$ cat src/rtl/gps_spi_framer.sv
// rtl/gps_spi_framer.sv - packs NCH-bit GPS samples into MCU_SS-framed SPI bursts
// Optional frame sequence header enabled by macro GPS_SPI_FRAMER_SEQ_EN.
module gps_spi_framer #(
  parameter int NCH     = 4,
  parameter int SPF     = 8,
  parameter int MIN_GAP = 2
) (
  input  logic           MCU_CLK_25_000,
  input  logic           RESET_N,
  input  logic           DATAREADY,
  input  logic [NCH-1:0] GPS_DATA,
  output logic           MCU_SCK,
  output logic           MCU_SS,
  output logic           MCU_MOSI,
  output logic           BUSY,
  output logic           OVERRUN
);

`ifdef GPS_SPI_FRAMER_SEQ_EN
  localparam int HDR = 8;
`else
  localparam int HDR = 0;
`endif
  localparam int SW = NCH + HDR;

  typedef enum logic [1:0] {S_IDLE, S_SHIFT, S_WAIT, S_GAP} state_t;

  state_t        state, state_nx;
  logic [SW-1:0] shreg, shreg_nx;
  logic [4:0]    bit_cnt, bit_cnt_nx;
  logic [7:0]    samp_cnt, samp_cnt_nx;
  logic [3:0]    gap_cnt, gap_cnt_nx;
  logic          ss, ss_nx;
  logic          sck_en, sck_en_nx;
  logic          ovr, ovr_nx;
  logic          last_bit;
  logic          more;
  logic          accept;
`ifdef GPS_SPI_FRAMER_SEQ_EN
  logic [7:0]    seq, seq_nx;
`endif

  assign last_bit = (bit_cnt == 5'd0);
  assign more     = (samp_cnt < 8'(SPF - 1));
  assign accept   = DATAREADY && ((state == S_IDLE) || (state == S_WAIT) ||
                                  ((state == S_SHIFT) && last_bit && more));

  always_comb begin
    state_nx    = state;
    shreg_nx    = shreg;
    bit_cnt_nx  = bit_cnt;
    samp_cnt_nx = samp_cnt;
    gap_cnt_nx  = gap_cnt;
    ss_nx       = ss;
    sck_en_nx   = sck_en;
    ovr_nx      = ovr | (DATAREADY & ~accept);
`ifdef GPS_SPI_FRAMER_SEQ_EN
    seq_nx      = seq;
`endif
    case (state)
      S_IDLE: begin
        ss_nx     = 1'b1;
        sck_en_nx = 1'b0;
        if (accept) begin
          state_nx   = S_SHIFT;
          ss_nx      = 1'b0;
          sck_en_nx  = 1'b1;
          bit_cnt_nx = 5'(SW - 1);
`ifdef GPS_SPI_FRAMER_SEQ_EN
          shreg_nx   = {GPS_DATA, seq};
`else
          shreg_nx   = SW'(GPS_DATA);
`endif
        end
      end
      S_SHIFT: begin
        if (!last_bit) begin
          shreg_nx   = shreg >> 1;
          bit_cnt_nx = bit_cnt - 5'd1;
        end else if (accept) begin
          // back-to-back sample: reload without dropping SCK
          shreg_nx    = SW'(GPS_DATA);
          bit_cnt_nx  = 5'(NCH - 1);
          samp_cnt_nx = samp_cnt + 8'd1;
        end else begin
          sck_en_nx   = 1'b0;
          samp_cnt_nx = samp_cnt + 8'd1;
          if (({1'b0, samp_cnt} + 9'd1) < 9'(SPF)) begin
            state_nx = S_WAIT;
          end else begin
            state_nx   = S_GAP;
            ss_nx      = 1'b1;
            gap_cnt_nx = 4'(MIN_GAP - 1);
`ifdef GPS_SPI_FRAMER_SEQ_EN
            seq_nx     = seq + 8'd1;
`endif
          end
        end
      end
      S_WAIT: begin
        if (accept) begin
          state_nx   = S_SHIFT;
          sck_en_nx  = 1'b1;
          shreg_nx   = SW'(GPS_DATA);
          bit_cnt_nx = 5'(NCH - 1);
        end
      end
      S_GAP: begin
        if (gap_cnt == 4'd0) begin
          state_nx    = S_IDLE;
          samp_cnt_nx = 8'd0;
        end else begin
          gap_cnt_nx = gap_cnt - 4'd1;
        end
      end
      default: begin
        state_nx  = S_IDLE;
        ss_nx     = 1'b1;
        sck_en_nx = 1'b0;
      end
    endcase
  end

  always_ff @(posedge MCU_CLK_25_000) begin
    if (!RESET_N) begin
      state    <= S_IDLE;
      shreg    <= '0;
      bit_cnt  <= 5'd0;
      samp_cnt <= 8'd0;
      gap_cnt  <= 4'd0;
      ss       <= 1'b1;
      sck_en   <= 1'b0;
      ovr      <= 1'b0;
    end else begin
      state    <= state_nx;
      shreg    <= shreg_nx;
      bit_cnt  <= bit_cnt_nx;
      samp_cnt <= samp_cnt_nx;
      gap_cnt  <= gap_cnt_nx;
      ss       <= ss_nx;
      sck_en   <= sck_en_nx;
      ovr      <= ovr_nx;
    end
  end

`ifdef GPS_SPI_FRAMER_SEQ_EN
  always_ff @(posedge MCU_CLK_25_000) begin
    if (!RESET_N) seq <= 8'd0;
    else          seq <= seq_nx;
  end
`endif

  // MOSI comes straight from the shift register flop, never from GPS_DATA
  assign MCU_MOSI = shreg[0];
  assign MCU_SCK  = MCU_CLK_25_000 & sck_en;
  assign MCU_SS   = ss;
  assign BUSY     = (state != S_IDLE);
  assign OVERRUN  = ovr;

endmodule

$ cat config.mk
export PLATFORM = sky130hd
export DESIGN_NAME = gps_spi_framer
export DESIGN_NICKNAME = d
export VERILOG_FILES = /design/src/rtl/gps_spi_framer.sv
export SDC_FILE = /design/constraint.sdc
export NUM_CORES = 1
export LEC_CHECK = 0
export ABC_AREA = 1
export ABC_CLOCK_PERIOD_IN_PS = 1680
export CORE_UTILIZATION = 30
export CTS_CLUSTER_DIAMETER = 100
export DETAILED_ROUTE_END_ITERATION = 16
export GPL_TIMING_DRIVEN = 0
export SKIP_LAST_GASP = 1
export SYNTH_ARGS = -nofsm -noshare
export SYNTH_HDL_FRONTEND = slang
export SYNTH_SLANG_ARGS = --single-unit
$ cat constraint.sdc
create_clock -name MCU_CLK_25_000 -period 1.68 [get_ports MCU_CLK_25_000]
set_input_delay 0.504 -clock MCU_CLK_25_000 [delete_from_list [all_inputs] [get_ports MCU_CLK_25_000]]
set_output_delay 0.504 -clock MCU_CLK_25_000 [all_outputs]
set_load 0.05 [all_outputs]
Word level (Yosys, flattened, before mapping)
Index checks and enable logic that the tools add are counted.

operators by class
  $add $sub $neg = 4
  magnitude comparators = 2
  equal/unequal tests = 10
  multiplexer cells = 30
  bitwise logic cells = 4
  reduce and logical (&&, ||, !) cells = 19

operator list
  operator               count
  $mux W4                6
  $mux W8                2
  $pmux W4 S2            2
  $pmux W8 S2            1
  $ne A2 B2 Y1 const B   6
  $reduce_and A4 Y1      3
  $mux W5                2
  $pmux W5 S2            1
  $add A8 B1 Y9 const B  1
  $lt A9 B4 Y1 const B   1
  $mux W1                9
  $add A8 B1 Y8 const B  1
  $lt A8 B3 Y1 const B   1
  $mux W2                4
  $reduce_bool A2 Y1     4
  $pmux W2 S3            1
  $logic_not A5 Y1       1
  $reduce_and A5 Y1      1
  $sub A5 B1 Y5 const B  1
  $eq A2 B2 Y1 const B   2
  $logic_not A4 Y1       1
  $sub A4 B1 Y4 const B  1
  $logic_and A1 B1 Y1    3
  $pmux W1 S3            1
  11 further kinds       13

storage, ports and cells
  bits in registers = 26
  bits of input ports = 7
  logic and storage cells = 77

Logic depth before layout (Yosys ltp)
Gate-level depths: netlist of the first run.

  word-level depth = 8
  mapped depth = 14
  depth with buffers taken out = 13

==> results of run 1 <==
[per-stage QoR]
stage	TNS, ps	power [mW]
floorplan	0	2.402
global placement	-5094	2.819
detailed placement	-5163	2.828
CTS	-349.6	3.689
global route	-411.6	4.705
finish	-29.94	4.350
[worst min-delay path by stage]
stage                to  cells after the start
2_1_floorplan  shreg[3]                      2
3_3_place_gp   shreg[3]                      2
3_5_place_dp   shreg[3]                      2
4_1_cts        shreg[3]                      2
5_1_grt         OVERRUN                      1
6_report       shreg[3]                      2
[registers in the layout, summed over array words and instances (netlist names)]
name / count
sck_en: 1
MCU_SS: 1
state: 2
samp_cnt: 8
gap_cnt: 4
bit_cnt: 5
shreg: 4
OVERRUN: 1
[area by class of cell]
cell class / instances / area share [%]
multi-input cells: 179 / 49.89
plain buffers: 3 / 0.8734
repair buffers: 29 / 11.08
well taps: 70 / 3.821
clock buffers: 7 / 4.258
clock inverters: 1 / 0.1638
flip-flops and latches: 26 / 23.31
inverters: 37 / 6.605
[routing by layer]
layer / wire [um] / vias up / global-route usage [%]
li1: - / 855 / -
met1: 1967 / 779 / 18.35
met2: 1997 / 29 / 23.24
met3: 122 / 4 / 3.952
met4: 23 / 0 / 3.846
met5: 0 / - / 0
[power groups by stage]
stage / sequential [mW] / clock, mW / combinational (mW)
6_report: 0.925 / 0.621 / 2.80
5_1_grt: 0.951 / 0.668 / 3.09
4_1_cts: 0.888 / 0.629 / 2.17
3_5_place_dp: 0.891 / 0.0509 / 1.89
3_3_place_gp: 0.889 / 0.0509 / 1.88
2_1_floorplan: 0.967 / 0.0362 / 1.40
[synth_stat cells, types with 3 or more instances]
cell / count / area, um2
nand2_1: 60 / 225.2
inv_1: 34 / 127.6
dfxtp_1: 26 / 520.5
nor2_1: 25 / 93.84
a21oi_1: 19 / 95.09
nand3_1: 17 / 85.08
ha_1: 9 / 112.6
o21ai_0: 7 / 35.03
o211ai_1: 6 / 45.04
nand2_2: 5 / 31.28
a21oi_2: 3 / 26.28
inv_2: 3 / 11.26
nor2_2: 3 / 18.77
xor2_1: 3 / 26.28
[worst max-delay path, delay by kind of cell, from the launching register on]
kind	cells	cell delay, ps
flip-flops	1	410
adder cells (fa/ha/maj)	1	170
buffers and inverters	3	240
[what timing repair did]
action,in CTS,in global routing
endpoints found under the setup margin,31,28
pin swaps,7,19
setup buffers,7,12
resized for setup,44,50
cloned,1,0
[logic make-up after synthesis]
family / count (synthesis) / synth area share (%)
XOR/XNOR: 5 / 2.640
AND/OR/NAND/NOR: 122 / 33.86
adder cells (fa/ha/maj): 9 / 6.787
buffers and inverters: 43 / 10.33
flip-flops: 26 / 31.37
AO/OA/AOI/OAI: 42 / 15.01
==> flow_summary.json, run 1 <==
{
  "status": "finished, violations left",
  "violations": "negative setup slack",
  "setup_viol": 1,
  "tightestPinTransition_ps": 475.0,
  "hp-start": "shreg[3]",
  "hold_class": "reg -> reg",
  "nets": 299,
  "fp.coreArea_um2": 5205,
  "hold_slack_ps": 466.8,
  "fin_ws_ps": -29.94,
  "seqPwrFrac_pct": 21.3,
  "vias_per_cell": 4.736,
  "drcViolationCount": 0,
  "crit_type": "reg -> out",
  "p_leak_nw": 0.9476,
  "comb_power_share_pct": 64.5,
  "drtIter0Drc": 76,
  "synth.avg_cell_area_um2": 6.717,
  "grt_use_total_pct": 14.25,
  "power.net_switching_mw": 2.010,
  "num_antenna_cells": 0,
  "synth-edff-count": 0,
  "r2r-end": "samp_cnt[6]",
  "fin_skew_ps": 10.02,
  "fp.dieH_um": 76.37,
  "synth_area_um2": 1659,
  "synthCells": 247,
  "io_pins": 12,
  "hpwl_um": 2632,
  "period_needed_ps": 1710,
  "worstPathArrival_ps": 1210,
  "placed_area_um2": 1857,
  "grt_pass1_wl_um": 6679,
  "fin_area_um2": 2292,
  "die_area_um2": 5832,
  "r2r_cells": 7,
  "mappedNetlistNets": 263,
  "grt_overflow": 0,
  "worst_setup_path_end_kind": "primary output",
  "peakVddDrop_mv": 1.028,
  "rsz0062_at_grt": "true",
  "maxSlewViolCount": 0,
  "critPathLaunchType": "register",
  "clock_latency_ps": 380,
  "multi_input_area_um2": 1144,
  "fin_crit_sh_pct": 101.8,
  "drtPass1Iterations": 4,
  "cpMaxStageDelayCell": "dfxtp_4",
  "die_w_um": 76.37,
  "switching_share_pct": 46.19,
  "path_max_fanout": 4,
  "ys_seq_area_share_pct": 31.37,
  "dp_slack_ps": -413.6,
  "synth.distinct_cells": 33,
  "area_delta_synth_final_pct": 38.16,
  "cts.clk_slew.worst_paths_ps": 100,
  "ant_nets": 0,
  "wl_um": 4111,
  "relSlewSlack_pct": 68.33,
  "grt_max_degree": 15,
  "required_ps": 1180,
  "row_count": 26,
  "drive_gt1_share_pct": 34.04,
  "register_area_um2": 534.3,
  "slowest_delay_ps": 410,
  "num_vias": 1667,
  "instances_no_fill": 352,
  "final_cell_mix": "nand2_1, inv_1, buf_4, dfxtp_1, nor2_1",
  "rrSetupSlack_ps": 40,
  "wl_per_cell_um": 11.68,
  "synthArstFlopShare_pct": 0,
  "grt_pass1_vias": 1463,
  "startpoint": "state[0]",
  "fmax_ghz": 0.5848,
  "utilization_pct": 44.04,
  "drv_cap": 0,
  "synthFlopType": "dfxtp_1",
  "internal-power_mw": 2.341,
  "portBuffers": 11,
  "reg2reg_from": "state[0]",
  "cts_tree": "yes",
  "final_common_cell": "nand2_1",
  "gp_congestion": 0.7925,
  "place_inst": 328,
  "cts_hold_buf": 0,
  "finalHoldViolCount": 0,
  "synth-seq-cells": 26,
  "ys_warn_count": 0,
  "clock_power_share_pct": 14.3,
  "nFillCells": 538,
  "powerDensity_nw_per_um2": 1898,
  "crit_end": "BUSY",
  "start_util_pct": 31.87,
  "path_cells": "inv_4 > ha_4 > inv_2 > buf_8",
  "antenna_found_initial": 0
}
Power figures use the tool's default switching activity.
==> run 2, diff against run 1 <==
--- a/config.mk
+++ b/config.mk
@@ -7,10 +7,14 @@
 export LEC_CHECK = 0
 export ABC_AREA = 1
 export ABC_CLOCK_PERIOD_IN_PS = 1680
-export CORE_UTILIZATION = 30
+export CELL_PAD_IN_SITES_DETAIL_PLACEMENT = 2
+export CELL_PAD_IN_SITES_GLOBAL_PLACEMENT = 2
+export CORE_UTILIZATION = 29
+export CTS_BUF_LIST = sky130_fd_sc_hd__clkbuf_16
 export CTS_CLUSTER_DIAMETER = 100
 export DETAILED_ROUTE_END_ITERATION = 16
 export GPL_TIMING_DRIVEN = 0
+export PLACE_DENSITY_LB_ADDON = 0.1
 export SKIP_LAST_GASP = 1
 export SYNTH_ARGS = -nofsm -noshare
 export SYNTH_HDL_FRONTEND = slang
==> run 2 against run 1 <==
Net effect: the flow still finishes with violations (negative setup slack); die area up 3.4%; sequential cell count did not move; clock skew down 5.5 ps; combinational power is 13% higher; non-clock buffer count grew 7; largest cell class unchanged.
==> flow_summary.json, run 2 (same netlist as run 1, synthesis figures left out) <==
{
  "io_pins": 12,
  "drtPass1Iterations": 4,
  "hold_slack_ps": 471.4,
  "num_antenna_cells": 0,
  "drv_cap": 0,
  "critPathLaunchType": "primary input",
  "fin_area_um2": 2479,
  "worst_setup_path_end_kind": "register",
  "top_usage_layer": "met2",
  "drtIter0Drc": 23,
  "grt_pass1_wl_um": 9660,
  "die_area_um2": 6027,
  "fp.coreArea_um2": 5507,
  "nFillCells": 627,
  "fin_skew_ps": 4.475,
  "final_common_cell": "nand2_1",
  "vias_per_cell": 4.878,
  "hpwl_um": 3760,
  "fin_ws_ps": -140.0,
  "start_util_pct": 30.13,
  "ant_nets": 0,
  "nets": 305,
  "tightestPinTransition_ps": 576.8,
  "peakVddDrop_mv": 0.7769,
  "area_delta_synth_final_pct": 49.40,
  "powerDensity_nw_per_um2": 2012,
  "clock_latency_ps": 380,
  "die_w_um": 77.64,
  "grt_overflow": 0,
  "hold_class": "reg -> reg",
  "cts_hold_buf": 0,
  "wl_per_cell_um": 17.31,
  "place_inst": 330,
  "final_cell_mix": "nand2_1, inv_1, buf_4, nor2_1, dfxtp_1",
  "row_count": 27,
  "relSlewSlack_pct": 61.54,
  "crit_type": "in -> reg",
  "portBuffers": 11,
  "instances_no_fill": 360,
  "antenna_found_initial": 0,
  "met1_usage_pct": 23.91,
  "status": "finished, violations left",
  "largest_reg_flops": 8,
  "maxSlewViolCount": 0,
  "path_max_fanout": 4,
  "num_vias": 1756,
  "cts_tree": "yes",
  "largestRegisters": "samp_cnt: 8 flops, bit_cnt: 5 flops",
  "worstPathArrival_ps": 2120,
  "placed_area_um2": 1859,
  "gp_congestion": 0.7115,
  "required_ps": 1980,
  "finalHoldViolCount": 0,
  "violations": "negative setup slack",
  "grt_util_met2_pct": 37.61,
  "setup_viol": 4,
  "drcViolationCount": 0,
  "grt_max_degree": 15,
  "fmax_ghz": 0.5495,
  "dp_slack_ps": -427.2,
  "top_register": "samp_cnt",
  "cts.clk_slew.worst_paths_ps": 70,
  "grtUsageMet3_pct": 5.529,
  "wl_um": 6230,
  "rsz0062_at_grt": "true",
  "fin_crit_sh_pct": 108.3,
  "period_needed_ps": 1820,
  "fp.dieH_um": 77.64,
  "finalPower_mw": 4.988,
  "grt_pass1_vias": 2022,
  "grt_use_total_pct": 21.01,
  "drive_gt1_share_pct": 40.28,
  "p_leak_nw": 1.021
}
-- run 2: metrics by stage --
stage / TNS (ps) / utilization (%)
6_report: -303.4 / 45.01
3_3_place_gp: -6838 / 33.77
4_1_cts: -79.15 / 41.45
2_1_floorplan: 0 / -
5_1_grt: -925.4 / 45.01
3_5_place_dp: -8077 / 33.77
-- run 2: final timing paths --
path,startpoint,to,slack (ps),depth (start not counted)
min reg2reg,MCU_SS,MCU_SS,470,2
min,MCU_SS,MCU_SS,470,2
max reg2reg,state[1],state[0],-70,9
max,DATAREADY,state[0],-140,7
-- run 2: final cells by class --
type | count | area (um2) | share of cell area, %
timing repair buffer | 36 | 315.3 | 12.72
sequential | 26 | 538.0 | 21.71
buffer | 3 | 20.02 | 0.8077
inverter | 37 | 150.1 | 6.058
tap | 72 | 90.09 | 3.635
clock inverter | 2 | 7.507 | 0.3029
clock buffer | 6 | 140.1 | 5.654
multi-input combinational | 178 | 1217 | 49.12
-- run 2: metal layers --
metal  up-vias  share of wire, %  routed length, um
met4         0              0.50                 31
met3         5               2.6                159
met1       859                43               2705
li1        871                 -                  -
met2        21                54               3334
met5         -                 0                  0
-- run 2: where the power goes --
part           switching, mW  internal [mW]
clock                  0.326          0.553
combinational           1.85           1.32
sequential             0.136          0.805
total                   2.31           2.68
-- run 2: critical path: stages --
cell             delay (ps)
clkdlybuf4s50_1         660
inv_1                   150
nand2_1                 160
nand4_1                 280
nand2_1                 160
nand2_1                  60
nor2_1                  140
-- run 2: what timing repair did --
item / 4_1_cts / 5_1_grt
gates resized for setup: 74 / 45
setup endpoints to repair: 32 / 27
buffers inserted: 17 / 9
endpoints found under the hold margin: 0 / 0
pin swaps: 14 / 23
==> run 3, diff against run 2 <==
==> config.mk (replaced) <==
export PLATFORM = sky130hd
export DESIGN_NAME = gps_spi_framer
export DESIGN_NICKNAME = d
export VERILOG_FILES = /design/src/rtl/gps_spi_framer.sv
export SDC_FILE = /design/constraint.sdc
export NUM_CORES = 1
export LEC_CHECK = 0
export ABC_AREA = 1
export ABC_CLOCK_PERIOD_IN_PS = 1600
export CELL_PAD_IN_SITES_DETAIL_PLACEMENT = 0
export CELL_PAD_IN_SITES_GLOBAL_PLACEMENT = 1
export CORE_UTILIZATION = 30
export CTS_BUF_LIST = sky130_fd_sc_hd__clkbuf_16
export CTS_CLUSTER_DIAMETER = 100
export DETAILED_ROUTE_END_ITERATION = 16
export GPL_TIMING_DRIVEN = 0
export PLACE_DENSITY_LB_ADDON = 0.12
export SKIP_LAST_GASP = 1
export SYNTH_ARGS = -nofsm -noshare
export SYNTH_HDL_FRONTEND = slang
export SYNTH_SLANG_ARGS = --single-unit
==> constraint.sdc (replaced) <==
create_clock -name MCU_CLK_25_000 -period 1.6 [get_ports MCU_CLK_25_000]
set_input_delay 0.48 -clock MCU_CLK_25_000 [delete_from_list [all_inputs] [get_ports MCU_CLK_25_000]]
set_output_delay 0.48 -clock MCU_CLK_25_000 [all_outputs]
set_load 0.05 [all_outputs]
==> run 3 against run 2 <==
Net effect: the run still ends with negative setup slack left; die area down 3.2%; clock-buffer cell count unchanged; global-route usage down 5.2 points; hold slack worse by 3.3 ps; clock skew about the same; sequential cell count unchanged.
==> flow_summary.json, run 3 (same netlist as run 1, synthesis figures left out) <==
{
  "hold_class": "reg -> reg",
  "grt_pass1_vias": 1550,
  "grt_use_total_pct": 15.83,
  "worst_setup_path_end_kind": "primary output",
  "die_area_um2": 5832,
  "drv_cap": 0,
  "required_ps": 1120,
  "finalHoldViolCount": 0,
  "antenna_found_initial": 0,
  "largest_reg_flops": 8,
  "fin_setup_tns_ps": -221.8,
  "io_pins": 12,
  "num_vias": 1675,
  "clock_latency_ps": 380,
  "period_needed_ps": 1684,
  "num_antenna_cells": 0,
  "finalPower_mw": 5.245,
  "maxSlewViolCount": 0,
  "rsz0062_at_grt": "true",
  "relSlewSlack_pct": 65.63,
  "final_common_cell": "nand2_1",
  "cts_tree": "yes",
  "path_max_fanout": 4,
  "crit_type": "reg -> out",
  "p_leak_nw": 1.077,
  "nets": 311,
  "grt_max_degree": 15,
  "portBuffers": 11,
  "violations": "negative setup slack",
  "die_w_um": 76.37,
  "r2r_cells": 10,
  "vias_per_cell": 4.602,
  "drcViolationCount": 0,
  "fp.coreArea_um2": 5205,
  "tightestPinTransition_ps": 515.6,
  "worstPathArrival_ps": 1200,
  "drtPass1Iterations": 4,
  "row_count": 26,
  "ant_nets": 0,
  "grt_pass1_wl_um": 7196,
  "cts_hold_buf": 0,
  "final_cell_mix": "nand2_1, inv_1, buf_4, nor2_1, dfxtp_1",
  "critPathLaunchType": "register",
  "wl_per_cell_um": 12.34,
  "largestRegisters": "samp_cnt: 8 flops, bit_cnt: 5 flops",
  "setup_viol": 6,
  "fp.dieH_um": 76.37,
  "hpwl_um": 2883,
  "area_delta_synth_final_pct": 54.30,
  "grt_overflow": 0,
  "cts.clk_slew.worst_paths_ps": 70,
  "fmax_ghz": 0.5939,
  "fin_skew_ps": 4.558,
  "powerDensity_nw_per_um2": 2049,
  "peakVddDrop_mv": 0.7459,
  "gp_congestion": 0.7415,
  "fin_ws_ps": -83.92,
  "drtIter0Drc": 60,
  "fin_crit_sh_pct": 105.2,
  "drive_gt1_share_pct": 40.82,
  "start_util_pct": 31.87,
  "hold_depth": 1,
  "status": "finished, violations left",
  "top_register": "samp_cnt",
  "wl_um": 4490
}
==> run 3: repair_timing <==
| item | CTS | global route |
|---|---|---|
| setup buffers | 15 | 17 |
| endpoints found under the hold margin | 0 | 0 |
| setup endpoints to repair | 31 | 28 |
| gates resized for setup | 76 | 54 |
| pin swaps | 16 | 32 |
| cloned | 1 | 0 |
==> run 3: metrics by stage <==
step | cell area [um2] | hold WS, ps | setup slack [ps] | instances | util (%)
floorplan | 1659 | 440.5 | 1.118 | 247 | -
CTS | 2258 | 461.2 | -153.8 | 349 | 43.39
global route | 2560 | 493.0 | -144.1 | 364 | 49.18
global placement | 1857 | 450.1 | -438.8 | 328 | 35.67
finish | 2560 | 468.1 | -83.92 | 364 | 49.18
detailed placement | 1857 | 452.4 | -442.1 | 328 | 35.67
==> run 3: final timing paths <==
| path | start | end | slack (ps) |
|---|---|---|---|
| setup / recovery | state[0] | BUSY | -80 |
| hold / removal | OVERRUN | OVERRUN | 470 |
| setup reg to reg | samp_cnt[0] | gap_cnt[0] | -40 |
| hold reg to reg | OVERRUN | OVERRUN | 470 |
==> run 3: routing by layer <==
layer  track usage [%]  up-vias  routed length (um)
met2             24.86       19                2084
met1             20.57      766                2228
met3             3.832        6                 119
met4             6.731        0                  58
li1                  -      884                   -
met5                 0        -                   0
==> run 3: critical path, cell delays in order (launching register included) <==
cell and delay (ps):
dfxtp_4 400, inv_4 60, ha_4 170, inv_2 60, buf_8 130
==> run 3: final cells by class <==
type / instances / area [um2]
inverters: 37 / 156.4
clock inverters: 2 / 7.507
clock buffers: 6 / 140.1
repair buffers: 41 / 370.4
multi-input cells: 179 / 1236
fillers: 541 / 2645
flip-flops and latches: 26 / 538.0
plain buffers: 3 / 23.77
well taps: 70 / 87.58
==> run 3: power by group <==
group | total, mW | internal, mW | switching (mW) | leakage, nW
Sequential | 0.992 | 0.849 | 0.143 | 0.217
Clock | 0.908 | 0.580 | 0.328 | 0.0863
Combinational | 3.34 | 1.51 | 1.83 | 0.774
